===== src/rtl/ad_serial_capture_mc.sv =====
// ---------------------------------------------------------------------------
// ad_serial_capture_mc
//
// Capture controller for CH_NUM AD7352-style serial ADCs that share one
// chip-select and one serial clock. Each conversion frame is FRAME_W bits
// (LEAD_Z leading bits, DATA_W result bits, TRAIL_Z trailing bits), shifted
// in MSB first on every ad_clk rising edge. Frames repeat every CONV_PERIOD
// clk_50M cycles, either for sample_num frames or continuously
// (sample_num = 0) until stop. Each frame's results are packed with channel 0
// in the LSBs and written to a first-word-fall-through output FIFO.
//
// Ports
//   clk_50M, rst_n          system clock, asynchronous active-low reset
//   start, stop             one-cycle control pulses from the sequencer
//   sample_num              frames per burst, 0 = continuous
//   ad_in                   one serial data line per ADC
//   ad_cs, ad_clk           shared chip select (active low), serial clock
//   busy, done, sample_idx  burst status and completed-frame count
//   out_data/valid/ready    FIFO read port
//   overflow                sticky: a frame arrived while the FIFO was full
//   dbg_state               current controller state
//
// Read handshake: out_valid is high whenever the FIFO holds a word, and
// out_data is then the oldest word. A word is consumed on every clk_50M edge
// where out_valid and out_ready are both high; out_ready alone does nothing.
// ---------------------------------------------------------------------------
module ad_serial_capture_mc #(
    parameter int CH_NUM      = 2,
    parameter int DATA_W      = 12,
    parameter int LEAD_Z      = 2,
    parameter int TRAIL_Z     = 2,
    parameter int HALF_DIV    = 1,
    parameter int CONV_PERIOD = 50,
    parameter int FIFO_DEPTH  = 16
) (
    input  logic                     clk_50M,
    input  logic                     rst_n,
    input  logic                     start,
    input  logic                     stop,
    input  logic [15:0]              sample_num,
    input  logic [CH_NUM-1:0]        ad_in,
    output logic                     ad_cs,
    output logic                     ad_clk,
    output logic                     busy,
    output logic                     done,
    output logic [15:0]              sample_idx,
    output logic [CH_NUM*DATA_W-1:0] out_data,
    output logic                     out_valid,
    input  logic                     out_ready,
    output logic                     overflow,
    output logic [2:0]               dbg_state
);

    localparam int FRAME_W = LEAD_Z + DATA_W + TRAIL_Z;
    localparam int WORD_W  = CH_NUM * DATA_W;
    // Leading bits fall off the top of the shifter, so only the result and
    // trailing bits need to be held.
    localparam int SHR_W   = DATA_W + TRAIL_Z;
    localparam int DIV_W   = (HALF_DIV > 1) ? $clog2(HALF_DIV) : 1;
    localparam int BIT_W   = $clog2(FRAME_W + 1);
    localparam int PER_W   = (CONV_PERIOD > 1) ? $clog2(CONV_PERIOD) : 1;
    localparam int PTR_W   = (FIFO_DEPTH > 1) ? $clog2(FIFO_DEPTH) : 1;
    localparam int CNT_W   = $clog2(FIFO_DEPTH + 1);

    localparam logic [DIV_W-1:0] DIV_LAST = DIV_W'(HALF_DIV - 1);
    localparam logic [BIT_W-1:0] BIT_LAST = BIT_W'(FRAME_W);
    localparam logic [PER_W-1:0] PER_LAST = PER_W'(CONV_PERIOD - 1);
    localparam logic [CNT_W-1:0] DEPTH_C  = CNT_W'(FIFO_DEPTH);

    typedef enum logic [2:0] {IDLE, SETUP, SHIFT, QUIET, FINISH} state_t;

    state_t                       state_q, state_d;
    logic                         cs_q, cs_d;
    logic                         sclk_q, sclk_d;
    logic                         busy_q, busy_d;
    logic                         done_q, done_d;
    logic                         push_q, push_d;
    logic                         stop_q, stop_d;
    logic                         ovf_q, ovf_d;
    logic [15:0]                  idx_q, idx_d;
    logic [15:0]                  num_q, num_d;
    logic [DIV_W-1:0]             div_q, div_d;
    logic [BIT_W-1:0]             bit_q, bit_d;
    logic [PER_W-1:0]             per_q, per_d;
    logic [CH_NUM-1:0][SHR_W-1:0] shr_q, shr_d;
    logic [PTR_W-1:0]             wr_ptr_q, wr_ptr_d;
    logic [PTR_W-1:0]             rd_ptr_q, rd_ptr_d;
    logic [CNT_W-1:0]             cnt_q, cnt_d;
    logic [WORD_W-1:0]            mem_q [FIFO_DEPTH];
    logic [WORD_W-1:0]            word;
    logic                         pop, full, wr_en;

    // Packed frame result, channel 0 in the LSBs.
    always_comb begin
        word = '0;
        for (int c = 0; c < CH_NUM; c++) begin
            word[c*DATA_W +: DATA_W] = shr_q[c][TRAIL_Z +: DATA_W];
        end
    end

    // A full FIFO still accepts a word when a pop frees a slot in the same cycle.
    assign pop   = (cnt_q != '0) && out_ready;
    assign full  = (cnt_q == DEPTH_C);
    assign wr_en = push_q && (!full || pop);

    always_comb begin
        state_d  = state_q;
        cs_d     = cs_q;
        sclk_d   = sclk_q;
        busy_d   = busy_q;
        done_d   = 1'b0;
        push_d   = 1'b0;
        stop_d   = stop_q;
        ovf_d    = ovf_q;
        idx_d    = idx_q;
        num_d    = num_q;
        div_d    = div_q + 1'b1;
        bit_d    = bit_q;
        shr_d    = shr_q;
        // Conversion period counter restarts at each ad_cs fall and parks at its last value.
        per_d    = (per_q == PER_LAST) ? per_q : per_q + 1'b1;
        wr_ptr_d = wr_ptr_q;
        rd_ptr_d = rd_ptr_q;
        cnt_d    = cnt_q;

        if (busy_q && stop) begin
            stop_d = 1'b1;
        end

        case (state_q)
            IDLE: begin
                if (start) begin
                    num_d   = sample_num;
                    idx_d   = '0;
                    ovf_d   = 1'b0;
                    stop_d  = 1'b0;
                    busy_d  = 1'b1;
                    cs_d    = 1'b0;
                    per_d   = '0;
                    div_d   = '0;
                    state_d = SETUP;
                end
            end
            SETUP: begin
                if (div_q == DIV_LAST) begin
                    div_d   = '0;
                    sclk_d  = 1'b0;
                    bit_d   = '0;
                    state_d = SHIFT;
                end
            end
            SHIFT: begin
                if (div_q == DIV_LAST) begin
                    div_d = '0;
                    if (!sclk_q) begin
                        // Edge that raises ad_clk also samples every data line.
                        sclk_d = 1'b1;
                        bit_d  = bit_q + 1'b1;
                        for (int c = 0; c < CH_NUM; c++) begin
                            shr_d[c] = {shr_q[c][SHR_W-2:0], ad_in[c]};
                        end
                    end else if (bit_q == BIT_LAST) begin
                        cs_d    = 1'b1;
                        push_d  = 1'b1;
                        state_d = QUIET;
                    end else begin
                        sclk_d = 1'b0;
                    end
                end
            end
            QUIET: begin
                if (per_q == PER_LAST) begin
                    if (stop_q || (num_q != 16'd0 && idx_q == num_q)) begin
                        done_d  = 1'b1;
                        busy_d  = 1'b0;
                        state_d = FINISH;
                    end else begin
                        cs_d    = 1'b0;
                        per_d   = '0;
                        div_d   = '0;
                        state_d = SETUP;
                    end
                end
            end
            FINISH: begin
                state_d = IDLE;
            end
            default: begin
                state_d = IDLE;
            end
        endcase

        // The frame is pushed one cycle after ad_cs rises; the count always
        // advances, even when the word has to be dropped.
        if (push_q) begin
            idx_d = idx_q + 16'd1;
            if (!wr_en) begin
                ovf_d = 1'b1;
            end
        end
        if (wr_en) begin
            wr_ptr_d = wr_ptr_q + 1'b1;
        end
        if (pop) begin
            rd_ptr_d = rd_ptr_q + 1'b1;
        end
        case ({wr_en, pop})
            2'b10:   cnt_d = cnt_q + 1'b1;
            2'b01:   cnt_d = cnt_q - 1'b1;
            default: cnt_d = cnt_q;
        endcase
    end

    always_ff @(posedge clk_50M or negedge rst_n) begin
        if (!rst_n) begin
            state_q  <= IDLE;
            cs_q     <= 1'b1;
            sclk_q   <= 1'b1;
            busy_q   <= 1'b0;
            done_q   <= 1'b0;
            push_q   <= 1'b0;
            stop_q   <= 1'b0;
            ovf_q    <= 1'b0;
            idx_q    <= '0;
            num_q    <= '0;
            div_q    <= '0;
            bit_q    <= '0;
            per_q    <= '0;
            shr_q    <= '0;
            wr_ptr_q <= '0;
            rd_ptr_q <= '0;
            cnt_q    <= '0;
        end else begin
            state_q  <= state_d;
            cs_q     <= cs_d;
            sclk_q   <= sclk_d;
            busy_q   <= busy_d;
            done_q   <= done_d;
            push_q   <= push_d;
            stop_q   <= stop_d;
            ovf_q    <= ovf_d;
            idx_q    <= idx_d;
            num_q    <= num_d;
            div_q    <= div_d;
            bit_q    <= bit_d;
            per_q    <= per_d;
            shr_q    <= shr_d;
            wr_ptr_q <= wr_ptr_d;
            rd_ptr_q <= rd_ptr_d;
            cnt_q    <= cnt_d;
        end
    end

    // Storage needs no reset: the count alone decides what is valid.
    always_ff @(posedge clk_50M) begin
        if (wr_en) begin
            mem_q[wr_ptr_q] <= word;
        end
    end

    assign ad_cs      = cs_q;
    assign ad_clk     = sclk_q;
    assign busy       = busy_q;
    assign done       = done_q;
    assign sample_idx = idx_q;
    assign overflow   = ovf_q;
    assign out_valid  = (cnt_q != '0);
    assign out_data   = (cnt_q != '0) ? mem_q[rd_ptr_q] : '0;
    assign dbg_state  = state_q;

endmodule


===== config.mk =====
export PLATFORM = sky130hd
export DESIGN_NAME = ad_serial_capture_mc
export DESIGN_NICKNAME = d
export VERILOG_FILES = /design/src/rtl/ad_serial_capture_mc.sv
export SDC_FILE = /design/constraint.sdc
export NUM_CORES = 1
export LEC_CHECK = 0
export BUFFER_PORTS_ARGS = -buffer_cell sky130_fd_sc_hd__buf_2
export CAP_MARGIN = 10
export CORE_UTILIZATION = 61
export DETAILED_ROUTE_END_ITERATION = 16
export PLACE_DENSITY = 0.79
export SYNTH_ARGS = -nofsm -noshare
export SYNTH_HDL_FRONTEND = slang
export SYNTH_SLANG_ARGS = --single-unit

===== constraint.sdc =====
create_clock -name clk_50M -period 4.85 [get_ports clk_50M]
set_input_delay 0.2425 -clock clk_50M [delete_from_list [all_inputs] [get_ports clk_50M]]
set_output_delay 0.2425 -clock clk_50M [all_outputs]
set_load 0.01 [all_outputs]

==> flow_metrics.py <==
metrics = {
    "synthesis": {
        "synth_cell_type_count": 52,
        "seq_area_frac_synth": 0.724,
        "synth_fa_ha_area_frac": 0.00951,
        "yosys.area_share.simple": 0.0541,
        "yosys_warnings": 0,
        "syn-mean-instance-area_sq_um": 18.8,
        "ys_seq_elements": 479,
        "synthFlopType": "edfxtp_1",
        "muxShareOfSynthArea": 0.160,
        "synth_compound_area_frac": 0.0202,
        "async_flop_share": 0.198,
        "syn_area_sq_um": 19200,
        "synth_top_family_by_area": "multiplexers",
        "synth_xor_area_frac": 0.0160,
        "synth_nets": 1059,
        "syn_inst": 1022,
        "synth_edf_count": 384,
    },
    "placed_design": {
        "dpl.hpwl_mm": 22.4,
        "globalplace.congestion": 0.818,
        "io_buffers": 71,
        "placed_cell_area_sq_um": 20100,
        "post-place-cells": 1467,
    },
    "floorplanning": {
        "die_height_um": 179,
        "initial_core_util": 0.625,
        "fp.dieArea_sq_um": 32200,
        "coreArea_sq_um": 30700,
        "die_w_um": 179,
        "rows": 64,
        "ios": 72,
    },
    "route": {
        "drc": 0,
        "drt_iter0_markers": 976,
        "via_count": 9913,
        "avgViaCountPerCell": 6.31,
        "totalWireLength_mm": 40.2,
        "post_drt_wl_per_cell_um": 25.6,
        "drtPass1Iterations": 7,
        "ant_nets": 0,
    },
    "critical_path": {
        "ff2ff_setup_slack_ns": 1.58,
        "crit_chain": "buf_4 > mux4_2 > mux4_2 > nor2b_1 > buf_2",
        "worstPathRequired_ns": 4.61,
        "worstSetupPathType": "reg -> out",
        "cpMaxStageDelayCell": "dfrtp_4",
        "crit_family": "multiplexers",
        "cpMostUsedCell": "mux4_2",
        "crit_arrival_ns": 3.27,
        "slowest_delay_ns": 0.82,
        "path_max_fanout": 30,
        "cp.buffers_inverters": 2,
        "crit_path_start_kind": "flop",
        "endpoint_kind": "primary output",
    },
    "final_layout": {
        "regArea_sq_um": 13900,
        "multi_input_area_sq_um": 5080,
        "insertedDiodeCount": 0,
        "num-fill-cells": 1838,
        "final_cells": 1570,
        "finish.utilization": 0.711,
        "final_nets": 1175,
        "area_growth_pct": 13.9,
        "drive_gt1_frac": 0.290,
        "final_area_sq_um": 21900,
    },
    "global_route": {
        "grt_antenna_before_repair": 0,
        "use_met2": 0.458,
        "grt_max_degree": 61,
        "grt_use_met1": 0.341,
        "top_usage_layer": "met2",
        "grt_pass1_vias": 10400,
        "grtUsageTotal": 0.261,
        "grt-ovfl-total": 0,
        "grt_first_pass_wirelength_mm": 62.2,
        "grt_use_met3": 0.0350,
    },
    "clock_tree": {
        "clockBufferDepth": 3,
        "cts_setup_buffers": 0,
        "ctsResizeCount": 0,
        "htreeDepth": 2,
        "root_buffer": "clkbuf_16",
        "tritoncts": "built",
        "clk_latency_ns": 0.54,
        "clkTransAtPathRegs_ns": 0.06,
        "cts.sinks": 479,
        "cts-buffers-inserted": 45,
    },
    "sta": {
        "setup_tns_ns": 0,
        "timing.fmax_mhz": 284,
        "slew_headroom": 0.263,
        "finalHoldViolations": 0,
        "worst_slew_pin_slew_ns": 1.11,
        "fin_crit_ns": 3.52,
        "final.setup_skew_ns": 0.0188,
        "finalSetupViolCount": 0,
        "rsz0062_at_grt": "no",
        "finalCritPeriodShare": 0.725,
        "drv_slew": 0,
    },
    "flow_run": {
        "cap_violations": 0,
    },
    "outcome": {
        "status": "finished, final reports clean",
    },
    "power": {
        "leakage_nw": 7.63,
        "ir_worst_vdd_v": 0.000376,
        "power.density_nw_per_um2": 597,
    },
    "worst_hold_path": {
        "worst_hold_path_type": "in -> reg",
    },
}
[cell families (layout without fill, tap and decap cells)]
logic type,count (synthesis),in the layout
compound gates,61,61
xor+xnor,35,35
fa+ha+maj,14,14
buf+inv,69,221
flops,479,479
mux,153,153
simple gates,211,211
[cells in the final DEF, fill, tap and decap left out, types with 16 or more instances in the layout]
cell and instances:
mux4_2 120, clkbuf_16 47, dfrtp_1 90, xnor2_1 19
xor2_1 16, nor2b_1 27, nand2_1 73, buf_2 70
inv_1 20, edfxtp_1 384, mux2_2 28, nor2_1 29
dlygate4sd3_1 20, buf_4 27
[worst paths after layout]
kind,endpoint,from,cells past startpoint
min in group asynchronous,sample_idx[15],rst_n,2
min reg2reg,shr_q[1],shr_q[0],1
max in group asynchronous,ad_cs,rst_n,3
max,out_data[0],rd_ptr_q[0],5
min,rd_ptr_q[0],out_ready,3
max reg2reg,mem_q[12][5],push_q,4
[report_power, final]
group / internal, mW / leakage (nW) / total (mW) / switching [mW]
Sequential: 5.29 / 4.62 / 6.31 / 1.01
Clock: 2.16 / 0.754 / 3.61 / 1.45
Combinational: 1.78 / 2.26 / 3.15 / 1.37
[registers in the layout, indices dropped and copies added, names as in the netlist, 4 cells and up]
| signal | count |
|---|---|
| rd_ptr_q | 4 |
| cnt_q | 5 |
| wr_ptr_q | 4 |
| bit_q | 5 |
| shr_q | 28 |
| num_q | 16 |
| mem_q | 384 |
| per_q | 6 |
| sample_idx | 16 |
[layout make-up]
class,instances,share of cell area
tap,396,0.0227
multi-input combinational,474,0.232
clock buffer,62,0.0582
timing repair buffer,118,0.0354
inverter,20,0.00343
clock inverter,21,0.0117
sequential,479,0.636
[worst min-delay path: stages]
cell,delay [ns]
buf_2,0.12
o21ai_2,0.12
xnor2_1,0.09
[metrics by stage]
| stage | hold WS [ns] | total power, mW | setup WS, ns |
|---|---|---|---|
| global route | 0.0870 | 13.6 | 1.12 |
| finish | 0.0793 | 13.1 | 1.33 |
| global placement | 0.372 | 9.40 | 1.70 |
| detailed placement | 0.380 | 9.53 | 1.68 |
| floorplan | -0.0531 | 8.46 | 1.25 |
| CTS | 0.0697 | 13.2 | 1.22 |
[Yosys cell counts, types with 4 or more instances]
cell type / n / share of area
buf_6: 4 / 0.0023
ha_1: 13 / 0.0085
nor2_1: 35 / 0.0068
nand4_1: 13 / 0.0042
clkbuf_1: 29 / 0.0057
xnor2_1: 19 / 0.0087
a21oi_1: 14 / 0.0036
mux2i_1: 4 / 0.0021
nand3_1: 10 / 0.0026
xor2_1: 16 / 0.0073
nor4_1: 12 / 0.0039
dfrtp_1: 93 / 0.12
nor2b_1: 27 / 0.0088
buf_2: 14 / 0.0036
o21ai_0: 14 / 0.0036
and3_1: 7 / 0.0023
nor3_1: 16 / 0.0042
edfxtp_1: 384 / 0.60
inv_1: 20 / 0.0039
mux2_2: 28 / 0.016
mux4_2: 120 / 0.14
nor3b_1: 4 / 0.0016
o21ai_1: 6 / 0.0016
nand2b_1: 4 / 0.0013
nand2_1: 73 / 0.014
[per-layer routing]
| metal | part of all wire | wire length [um] |
|---|---|---|
| met4 | 0.030 | 1200 |
| met5 | 0 | 0 |
| met3 | 0.055 | 2200 |
| met2 | 0.53 | 21200 |
| met1 | 0.39 | 15600 |
[what timing repair did]
item | 4_1_cts | 5_1_grt
setup endpoints to repair | 0 | 0
hold buffers | 20 | 0
hold endpoints to repair | 77 | 0
Note: power is estimated with default switching activity, not from simulation.
